--- config.mk ---
export PLATFORM = sky130hd
export DESIGN_NAME = bet_bank_ctrl
export DESIGN_NICKNAME = d
export VERILOG_FILES = /design/src/rtl/bet_bank_ctrl.sv
export SDC_FILE = /design/constraint.sdc
export NUM_CORES = 1
export LEC_CHECK = 0
export BUFFER_PORTS_ARGS = -buffer_cell sky130_fd_sc_hd__buf_4
export CAP_MARGIN = 10
export CORE_ASPECT_RATIO = 0.6
export CORE_MARGIN = 2
export CORE_UTILIZATION = 45
export CTS_BUF_LIST = sky130_fd_sc_hd__clkbuf_16
export CTS_CLUSTER_SIZE = 24
export DETAILED_ROUTE_END_ITERATION = 16
export PLACE_DENSITY = 0.74
export RECOVER_POWER = 100
export SLEW_MARGIN = 10
export SYNTH_ARGS = -nofsm -noshare
export SYNTH_HDL_FRONTEND = slang
export SYNTH_SLANG_ARGS = --single-unit
--- constraint.sdc ---
create_clock -name clk -period 4.76 [get_ports clk]
set_clock_uncertainty 0.15 [all_clocks]
set_input_delay 0.476 -clock clk [delete_from_list [all_inputs] [get_ports clk]]
set_output_delay 0.476 -clock clk [all_outputs]
set_load 0.02 [all_outputs]
--- src/rtl/bet_bank_ctrl.sv ---
//------------------------------------------------------------------------------
// Module      : bet_bank_ctrl
// Description : Betting and bankroll controller for the FPGA blackjack game.
//               Synchronises and edge-detects the raw bet buttons, accumulates
//               a saturating bet, locks it for a round, and settles the signed
//               bankroll from the game FSM's outcome report (3:2 blackjack).
// Revision    : 1.0 - initial release
//------------------------------------------------------------------------------
// Ports
//   clk              system clock
//   rst              asynchronous, active-low reset
//   inc_btn_i        raw level-high bet increment buttons (asynchronous)
//   clear_btn_i      raw button, zeroes the bet while betting (asynchronous)
//   start_btn_i      raw button, locks the bet and starts a round (asynchronous)
//   outcome_valid_i  one-cycle outcome pulse from the game FSM
//   outcome_i        00 loss, 01 tie, 10 win, 11 blackjack win
//   bet_o            current bet
//   bank_o           signed bankroll (two's complement)
//   round_active_o   high while a round is locked or settling
//   settle_valid_o   one-cycle pulse after the bank has been credited
//   broke_o          registered flag, bank <= 0
//------------------------------------------------------------------------------

`default_nettype none

module bet_bank_ctrl #(
    parameter int                   NUM_INC    = 4,
    parameter logic [NUM_INC*8-1:0] INC_VALS   = {8'd25, 8'd10, 8'd5, 8'd1},
    parameter int                   BET_W      = 8,
    parameter int                   BET_MAX    = 99,
    parameter int                   BANK_W     = 12,
    parameter int                   START_BANK = 200
) (
    input  logic               clk,
    input  logic               rst,
    input  logic [NUM_INC-1:0] inc_btn_i,
    input  logic               clear_btn_i,
    input  logic               start_btn_i,
    input  logic               outcome_valid_i,
    input  logic [1:0]         outcome_i,
    output logic [BET_W-1:0]   bet_o,
    output logic [BANK_W-1:0]  bank_o,
    output logic               round_active_o,
    output logic               settle_valid_o,
    output logic               broke_o
);

    // All buttons share one synchroniser/edge-detector vector:
    // bit NUM_INC+1 = start, bit NUM_INC = clear, lower bits = increments.
    localparam int NBTN  = NUM_INC + 2;
    localparam int SUM_W = BET_W + 4;
    localparam int PAY_W = BET_W + 2;
    // Wide enough for the sign-extended bank and the largest payout so the
    // saturation test sees the true result.
    localparam int ACC_W = ((BANK_W > BET_W + 3) ? BANK_W : BET_W + 3) + 1;

    localparam logic [SUM_W-1:0] C_BET_MAX = SUM_W'(BET_MAX);
    localparam logic signed [ACC_W-1:0] C_BANK_MAX =
        {{(ACC_W-BANK_W+1){1'b0}}, {(BANK_W-1){1'b1}}};
    localparam logic signed [ACC_W-1:0] C_BANK_MIN =
        {{(ACC_W-BANK_W+1){1'b1}}, {(BANK_W-1){1'b0}}};

    typedef enum logic [1:0] {
        ST_BETTING = 2'd0,
        ST_LOCKED  = 2'd1,
        ST_SETTLE  = 2'd2
    } state_t;

    state_t             state_q, state_d;
    logic [BET_W-1:0]   bet_q, bet_d;
    logic [BANK_W-1:0]  bank_q, bank_d;
    logic [PAY_W-1:0]   payout_q, payout_d;
    logic               settle_q, settle_d;
    logic               broke_q, broke_d;

    logic [NBTN-1:0]    sync1_q, sync2_q, prev_q;

    logic [NBTN-1:0]          w_btn_raw;
    logic [NBTN-1:0]          w_edge;
    logic [NUM_INC-1:0]       w_inc_edge;
    logic                     w_clear_edge;
    logic                     w_start_edge;
    logic [SUM_W-1:0]         w_inc_sum;
    logic [SUM_W-1:0]         w_bet_sum;
    logic [BET_W-1:0]         w_bet_inc;
    logic signed [ACC_W-1:0]  w_bank_ext;
    logic signed [ACC_W-1:0]  w_bet_ext;
    logic signed [ACC_W-1:0]  w_pay_ext;
    logic [BANK_W-1:0]        w_bank_debit;
    logic [BANK_W-1:0]        w_bank_credit;

    function automatic logic [BANK_W-1:0] sat_bank(input logic signed [ACC_W-1:0] v);
        logic [BANK_W-1:0] r;
        if (v > C_BANK_MAX) begin
            r = C_BANK_MAX[BANK_W-1:0];
        end else if (v < C_BANK_MIN) begin
            r = C_BANK_MIN[BANK_W-1:0];
        end else begin
            r = v[BANK_W-1:0];
        end
        return r;
    endfunction

    //--------------------------------------------------------------------------
    // Button synchronisers and rising-edge detectors
    //--------------------------------------------------------------------------
    assign w_btn_raw    = {start_btn_i, clear_btn_i, inc_btn_i};
    assign w_edge       = sync2_q & ~prev_q;
    assign w_inc_edge   = w_edge[NUM_INC-1:0];
    assign w_clear_edge = w_edge[NUM_INC];
    assign w_start_edge = w_edge[NUM_INC+1];

    always_ff @(posedge clk or negedge rst) begin
        if (!rst) begin
            sync1_q <= '0;
            sync2_q <= '0;
            prev_q  <= '0;
        end else begin
            sync1_q <= w_btn_raw;
            sync2_q <= sync1_q;
            prev_q  <= sync2_q;
        end
    end

    //--------------------------------------------------------------------------
    // Bet accumulation (sum of all denominations pressed this cycle)
    //--------------------------------------------------------------------------
    always_comb begin
        w_inc_sum = '0;
        for (int i = 0; i < NUM_INC; i++) begin
            if (w_inc_edge[i]) begin
                w_inc_sum = w_inc_sum + SUM_W'(INC_VALS[8*i +: 8]);
            end
        end
    end

    assign w_bet_sum = {4'b0000, bet_q} + w_inc_sum;
    assign w_bet_inc = (w_bet_sum > C_BET_MAX) ? C_BET_MAX[BET_W-1:0]
                                               : w_bet_sum[BET_W-1:0];

    //--------------------------------------------------------------------------
    // Bank arithmetic: debit at lock, credit at settle, both saturating
    //--------------------------------------------------------------------------
    assign w_bank_ext    = {{(ACC_W-BANK_W){bank_q[BANK_W-1]}}, bank_q};
    assign w_bet_ext     = {{(ACC_W-BET_W){1'b0}}, bet_q};
    assign w_pay_ext     = {{(ACC_W-PAY_W){1'b0}}, payout_q};
    assign w_bank_debit  = sat_bank(w_bank_ext - w_bet_ext);
    assign w_bank_credit = sat_bank(w_bank_ext + w_pay_ext);

    //--------------------------------------------------------------------------
    // Round FSM: next state and datapath updates
    //--------------------------------------------------------------------------
    always_comb begin
        state_d  = state_q;
        bet_d    = bet_q;
        bank_d   = bank_q;
        payout_d = payout_q;
        settle_d = 1'b0;
        broke_d  = bank_q[BANK_W-1] | (bank_q == '0);

        case (state_q)
            ST_BETTING: begin
                // Start wins over clear and increments; the lock keeps the
                // pre-cycle bet. A start with no bet falls through.
                if (w_start_edge && (bet_q != '0)) begin
                    bank_d  = w_bank_debit;
                    state_d = ST_LOCKED;
                end else if (w_clear_edge) begin
                    bet_d = '0;
                end else if (|w_inc_edge) begin
                    bet_d = w_bet_inc;
                end
            end

            ST_LOCKED: begin
                if (outcome_valid_i) begin
                    case (outcome_i)
                        2'b00:   payout_d = '0;
                        2'b01:   payout_d = {2'b00, bet_q};
                        2'b10:   payout_d = {1'b0, bet_q, 1'b0};
                        default: payout_d = {1'b0, bet_q, 1'b0}
                                          + {3'b000, bet_q[BET_W-1:1]};
                    endcase
                    state_d = ST_SETTLE;
                end
            end

            ST_SETTLE: begin
                bank_d   = w_bank_credit;
                bet_d    = '0;
                settle_d = 1'b1;
                state_d  = ST_BETTING;
            end

            default: begin
                state_d = ST_BETTING;
            end
        endcase
    end

    always_ff @(posedge clk or negedge rst) begin
        if (!rst) begin
            state_q  <= ST_BETTING;
            bet_q    <= '0;
            bank_q   <= BANK_W'(START_BANK);
            payout_q <= '0;
            settle_q <= 1'b0;
            broke_q  <= 1'b0;
        end else begin
            state_q  <= state_d;
            bet_q    <= bet_d;
            bank_q   <= bank_d;
            payout_q <= payout_d;
            settle_q <= settle_d;
            broke_q  <= broke_d;
        end
    end

    assign bet_o          = bet_q;
    assign bank_o         = bank_q;
    assign round_active_o = (state_q == ST_LOCKED) || (state_q == ST_SETTLE);
    assign settle_valid_o = settle_q;
    assign broke_o        = broke_q;

endmodule

`default_nettype wire

# Word-level counts from Yosys, hierarchy flattened
# Cells that the tools add are included.
dict set report op_classes {
  n_eq_ne 8
  n_reduce_logical 12
  mux 20
  addsub 7
  bitwise_logic 3
  order_cmp 5
}
# operator count
set ops {}
lappend ops {{$mux 12} 8}
lappend ops {{$mux 8} 4}
lappend ops {{$pmux 10 s3} 1}
lappend ops {{$gt 13x12->1 const B} 2}
lappend ops {{$lt 13x12->1 const B} 2}
lappend ops {{$pmux 12 s2} 1}
lappend ops {{$pmux 8 s2} 1}
lappend ops {{$add 12x11->13} 1}
lappend ops {{$sub 12x9->13} 1}
lappend ops {{$add 12x3->12 const B} 1}
lappend ops {{$add 12x4->12 const B} 1}
lappend ops {{$add 12x5->12 const B} 1}
lappend ops {{$add 8x12->12} 1}
lappend ops {{$gt 12x7->1 const B} 1}
lappend ops {{$logic_not 12->1} 1}
lappend ops {{$add 9x7->10} 1}
lappend ops {{$reduce_bool 8->1} 1}
lappend ops {{$and 6x6->6} 1}
lappend ops {{$ne 2x2->1 const B} 3}
lappend ops {{$not 6->6} 1}
lappend ops {{$reduce_and 2->1} 3}
lappend ops {{$eq 2x1->1 const B} 2}
lappend ops {{$eq 2x2->1 const B} 2}
lappend ops {{$logic_not 2->1} 2}
lappend ops {{other kinds (10)} 12}
dict set report word_totals {
  out_inout_bits 23
  register_bits 52
}

# Depth between registers and ports, before layout
dict set report depth {
  depth_word 16
  ltp_mapped 16
  ltp_nobuf 16
}

# Worst setup path after synthesis
# OpenSTA, ideal clock, no wires.
dict set report synth_path {
  path_kind {register to register}
  from {register sync2_q[1]}
  to {register bet_q[2], in the netlist bet_o[2]}
  setup_slack_ps 1360
  arrival_time_ps 3129
  path_stages_with_launch 17
  cell_sequence {dfrtp_1 -> nand2b_1 -> inv_1 -> ha_1 -> ha_1 -> ha_1 -> nand2_1 -> nand2_1 -> inv_1 -> fa_1 -> nand3b_1 -> nand2_1 -> a221oi_1 -> o211a_1 -> o311ai_2 -> o41ai_2 -> a32o_1}
}
dict set report synth_between {
  elab_chain_len 13
}
# item line_no
set synth_rtl {}
lappend synth_rtl {{from (decl)} 76} ;# logic [NBTN-1:0] sync1_q, sync2_q, prev_q;
lappend synth_rtl {{from (signal assigned)} 120} ;# sync2_q <= sync1_q;
lappend synth_rtl {{$and 6x6->6 *} 108} ;# assign w_edge = sync2_q & ~prev_q;
lappend synth_rtl {{$mux 12} 131} ;# if (w_inc_edge[i]) begin
lappend synth_rtl {{$add 12x4->12} 132} ;# w_inc_sum = w_inc_sum + SUM_W'(INC_VALS[8*i +: 8]);
lappend synth_rtl {{$mux 12} 131}
lappend synth_rtl {{$add 12x5->12} 132}
lappend synth_rtl {{$mux 12} 131}
lappend synth_rtl {{$add 8x12->12} 137} ;# assign w_bet_sum = {4'b0000, bet_q} + w_inc_sum;
lappend synth_rtl {{$gt 12x7->1} 138} ;# assign w_bet_inc = (w_bet_sum > C_BET_MAX) ? C_BET_MAX[BET_W-1:0]
lappend synth_rtl {{$mux 8} 138}
lappend synth_rtl {{$mux 8} 170} ;# end else if (|w_inc_edge) begin
lappend synth_rtl {{$mux 8} 168} ;# end else if (w_clear_edge) begin
lappend synth_rtl {{$mux 8} 165} ;# if (w_start_edge && (bet_q != '0)) begin
lappend synth_rtl {{$pmux 8 s2} 161} ;# case (state_q)
lappend synth_rtl {{to (signal assigned)} 211} ;# bet_q <= bet_d;
lappend synth_rtl {{to (decl)} 70} ;# logic [BET_W-1:0] bet_q, bet_d;
# Mark *: on every way between the ends. The rest lies on a longest branch, timed or not. The select of a mux whose other input is x is not followed.
# A chain may end at the register's enable or synchronous reset.

# Final worst setup path
dict set report layout_path {
  from {register sync2_q[1]}
  to {register bet_q[3], in the netlist bet_o[3]}
}
# Same word-level chain as after synthesis.

==> impl_metrics.csv <==
group,metric,value,unit
run_status,status,"finished with violations",
run_status,violations,"capacitance limit, slew limit",
floorplanning,die_area,0.00988,mm²
floorplanning,initial_core_util,0.472,
grt,antenna_found_initial,0,
synthesis,async_reset_ff_frac,1.00,
setup_path,r2r-end,"bet_o[3]$_DFFE_PN0P_",
setup_path,critical_path.max_fanout,5,
synthesis,synth_fp_nets,494,
cells_and_area,drive_above_1_share,0.0855,
sta,final-hold-violation-count,0,
floorplanning,die_w,127,µm
grt,grt_overflow,0,
drt,first_iter_violations,459,
floorplanning,die_h,77.8,µm
synthesis,synth_area,0.00409,mm²
sta,fin_crit_sh,0.807,
sta,rsz0062_at_grt,"no",
sta,slew_headroom,-0.828,
drt,drc,0,
grt,track_usage,0.224,
place,io_buffers,33,
synthesis,yosysSeqAreaShare,0.319,
setup_path,cp_slowest_cell,"fa_1",
clock_tree,path_clk_slew,70,ps
place,gp_congestion,0.964,
synthesis,syn_inst,438,
clock_tree,cts_setup_buffers,0,
setup_path,endpoint,"bet_o[3]$_DFFE_PN0P_",
setup_path,critical_path_class,"register to register",
sta,finalSetupViolations,0,
cells_and_area,num-fill-cells,841,
clock_tree,post_cts_resized,0,
place,dp_hpwl,8180,µm
setup_path,cpPeakStageDelay,440,ps
sta,tns,0,ps
setup_path,ff2ff_path_depth,16,
synthesis,synth-seq-cells,52,
cells_and_area,areaGrowthSynthToFinish,9.28,%
synthesis,avgSynthCellArea,9.33,µm²
drt,vias_per_cell,6.07,
sta,fin_crit,3840,ps
synthesis,synth-edff-count,0,
drt,dr.pass1.iters,5,
pwr,pwr_density_cell,677,mW/mm²
clock_tree,numCtsBuffers,5,
cells_and_area,layout.nets,523,
sta,slew_violations,53,
setup_path,crit_start,"sync2_q[1]$_DFF_PN0_",
setup_path,critical_path_cell_count,16,
setup_path,cp_top_family,"adder cells",
pwr,ir_worst_vdd,257,µV
drt,vias,3522,
setup_path,critPathArrivalTime,3870,ps
hold_path,worstHoldPathType,"primary input to register",
clock_tree,cts_num_sinks,52,
clock_tree,hold_buffers,0,
floorplanning,core_area,0.00865,mm²
clock_tree,cts_tree,"yes",
place,dpl_cell_area,0.00442,mm²
grt,grt_max_degree,53,
sta,tightest_slew,2740,ps
cells_and_area,antenna_cells,0,
grt,grt_pass1_wl,17500,µm
drt,wl,10600,µm
floorplanning,boundaryPins,34,
synthesis,ys_types,82,
setup_path,path_buf_inv,2,
setup_path,reg2reg_slack,920,ps
setup_path,worstSetupEndpointType,"register",
setup_path,critPathLaunchType,"register",
setup_path,worst_r2r_startpoint,"sync2_q[1]$_DFF_PN0_",
clock_tree,clock_path_buffers,2,
sta,fmax,0.260,GHz
synthesis,ys.flop_type,"dfrtp_1",
drt,postRouteAntennaNets,0,
setup_path,critPathRequiredTime,4790,ps
clock_tree,clk_latency,300,ps
setup_path,crit_chain,"nand2b_1 -> inv_1 -> ha_1 -> ha_1 -> ha_1 -> nand2_1 -> nand2_1 -> inv_1 -> fa_1 -> nand3b_1 -> nand2_1 -> a221oi_1 -> o211a_1 -> o311ai_2 -> o41ai_1 -> a32o_1",
floorplanning,rows,26,
cells_and_area,final_design_area_no_fill,0.00447,mm²
pwr,p_leak,0.00196,µW
clock_tree,htree_levels,2,
run,max_cap_violations,1,
clock_tree,root_buffer,"clkbuf_16",
grt,grt_pass1_vias,3262,
drt,wire_per_inst,18.2,µm
synthesis,synthesis.yosys.warnings,0,
-- state kept, by name, indices dropped and copies added, names as in the netlist --
signal,flops
broke_o,1
bank_o,12
sync1_q,6
prev_q,6
settle_valid_o,1
payout_q,10
bet_o,8
state_q,2
sync2_q,6
-- through the flow --
| stage | hold WS (ps) | std cells | total power, µW | utilization | setup slack, ps |
|---|---|---|---|---|---|
| 5_1_grt | 147 | 580 | 3280 | 0.516 | 675 |
| 3_3_place_gp | 181 | 572 | 2610 | 0.511 | 1190 |
| 4_1_cts | 86.3 | 580 | 3100 | 0.531 | 974 |
| 3_5_place_dp | 186 | 572 | 2670 | 0.511 | 1000 |
| 6_report | 155 | 580 | 3030 | 0.516 | 918 |
| 2_1_floorplan | 30.4 | 438 | 2180 | - | 1360 |
-- final cells by class --
class	instances	area (µm²)	area share
Multi-Input combinational cell	346	2570	0.577
Sequential cell	52	1310	0.292
Timing Repair Buffer	33	169	0.0378
Tap cell	112	140	0.0314
Clock buffer	5	125	0.0280
Inverter	29	109	0.0244
Clock inverter	3	42.5	0.00953
-- synth_stat cells, types with 4 or more instances --
library cell   n  area share
a32o_1         4      0.0098
xnor2_1       14       0.030
a221oi_1       6       0.013
ha_1          41        0.13
o22ai_1        4      0.0061
o21ai_0       25       0.031
nor2_1        31       0.028
xor2_1         7       0.015
nor4_1         7       0.011
clkbuf_1       5      0.0046
a21boi_0       4      0.0073
fa_1           4       0.020
a221o_1        4      0.0098
mux2i_1        5       0.012
nor3_1         7      0.0086
a21o_1        13       0.024
and2_1         6      0.0092
nand2b_1       8       0.012
inv_1         27       0.025
a21oi_1       37       0.045
a211oi_1       8       0.015
nor2b_1        7       0.011
buf_2          4      0.0049
dfrtp_1       49        0.30
nand2_1       30       0.028
-- cell usage in the layout, fill, tap and decap left out, drive strengths merged, types with 3 or more instances in the layout --
cell type | netlist | final
a32o | 5 | 5
o21a | 3 | 3
clkbuf | 5 | 32
xnor2 | 14 | 14
a211oi | 8 | 8
dfrtp | 49 | 49
o31a | 3 | 3
fa | 4 | 4
a21o | 14 | 14
a21oi | 38 | 38
nor2 | 33 | 33
and2 | 8 | 8
buf | 6 | 6
o22ai | 4 | 4
inv | 28 | 28
dfstp | 3 | 3
mux2i | 5 | 5
nand3 | 4 | 4
clkinv | 1 | 3
nor3 | 8 | 8
xor2 | 7 | 7
nand2b | 9 | 9
a311oi | 3 | 3
a22o | 3 | 3
o21ai | 28 | 28
a221oi | 6 | 6
nand2 | 31 | 31
nor4 | 9 | 9
ha | 41 | 41
nor2b | 8 | 8
a21boi | 5 | 5
a221o | 4 | 4
o31ai | 4 | 4
a41oi | 3 | 3
-- power breakdown --
group	switching, µW	internal, µW
Sequential	181	561
Clock	167	247
Combinational	1100	765
-- cell families after synthesis --
group | Yosys count | share of synthesized area
AO/OA/AOI/OAI | 155 | 0.280
flip-flops | 52 | 0.319
buffers and inverters | 40 | 0.0389
AND/OR/NAND/NOR | 120 | 0.159
adder cells (fa/ha/maj) | 45 | 0.145
multiplexers | 5 | 0.0122
XOR/XNOR | 21 | 0.0450
-- worst min-delay path by stage --
stage | startpoint | end | slack (ps) | cells past startpoint
2_1_floorplan | rst | bank_o[0]$_DFFE_PN0P_ | 30 | 0
3_3_place_gp | sync1_q[1]$_DFF_PN0_ | sync2_q[1]$_DFF_PN0_ | 180 | 0
3_5_place_dp | sync1_q[0]$_DFF_PN0_ | sync2_q[0]$_DFF_PN0_ | 190 | 0
4_1_cts | rst | bank_o[2]$_DFFE_PN0P_ | 90 | 1
5_1_grt | inc_btn_i[3] | sync1_q[3]$_DFF_PN0_ | 150 | 1
6_report | inc_btn_i[3] | sync1_q[3]$_DFF_PN0_ | 150 | 1
-- layer usage --
layer / share of wire / vias to the layer above / wire (µm) / track usage
li1: - / 1676 / - / -
met1: 0.52 / 1691 / 5520 / 0.366
met2: 0.39 / 135 / 4160 / 0.305
met3: 0.069 / 20 / 725 / 0.0393
met4: 0.015 / 0 / 158 / 0.0407
met5: 0 / - / 0 / 0
Note: power is estimated with default switching activity, not from simulation.
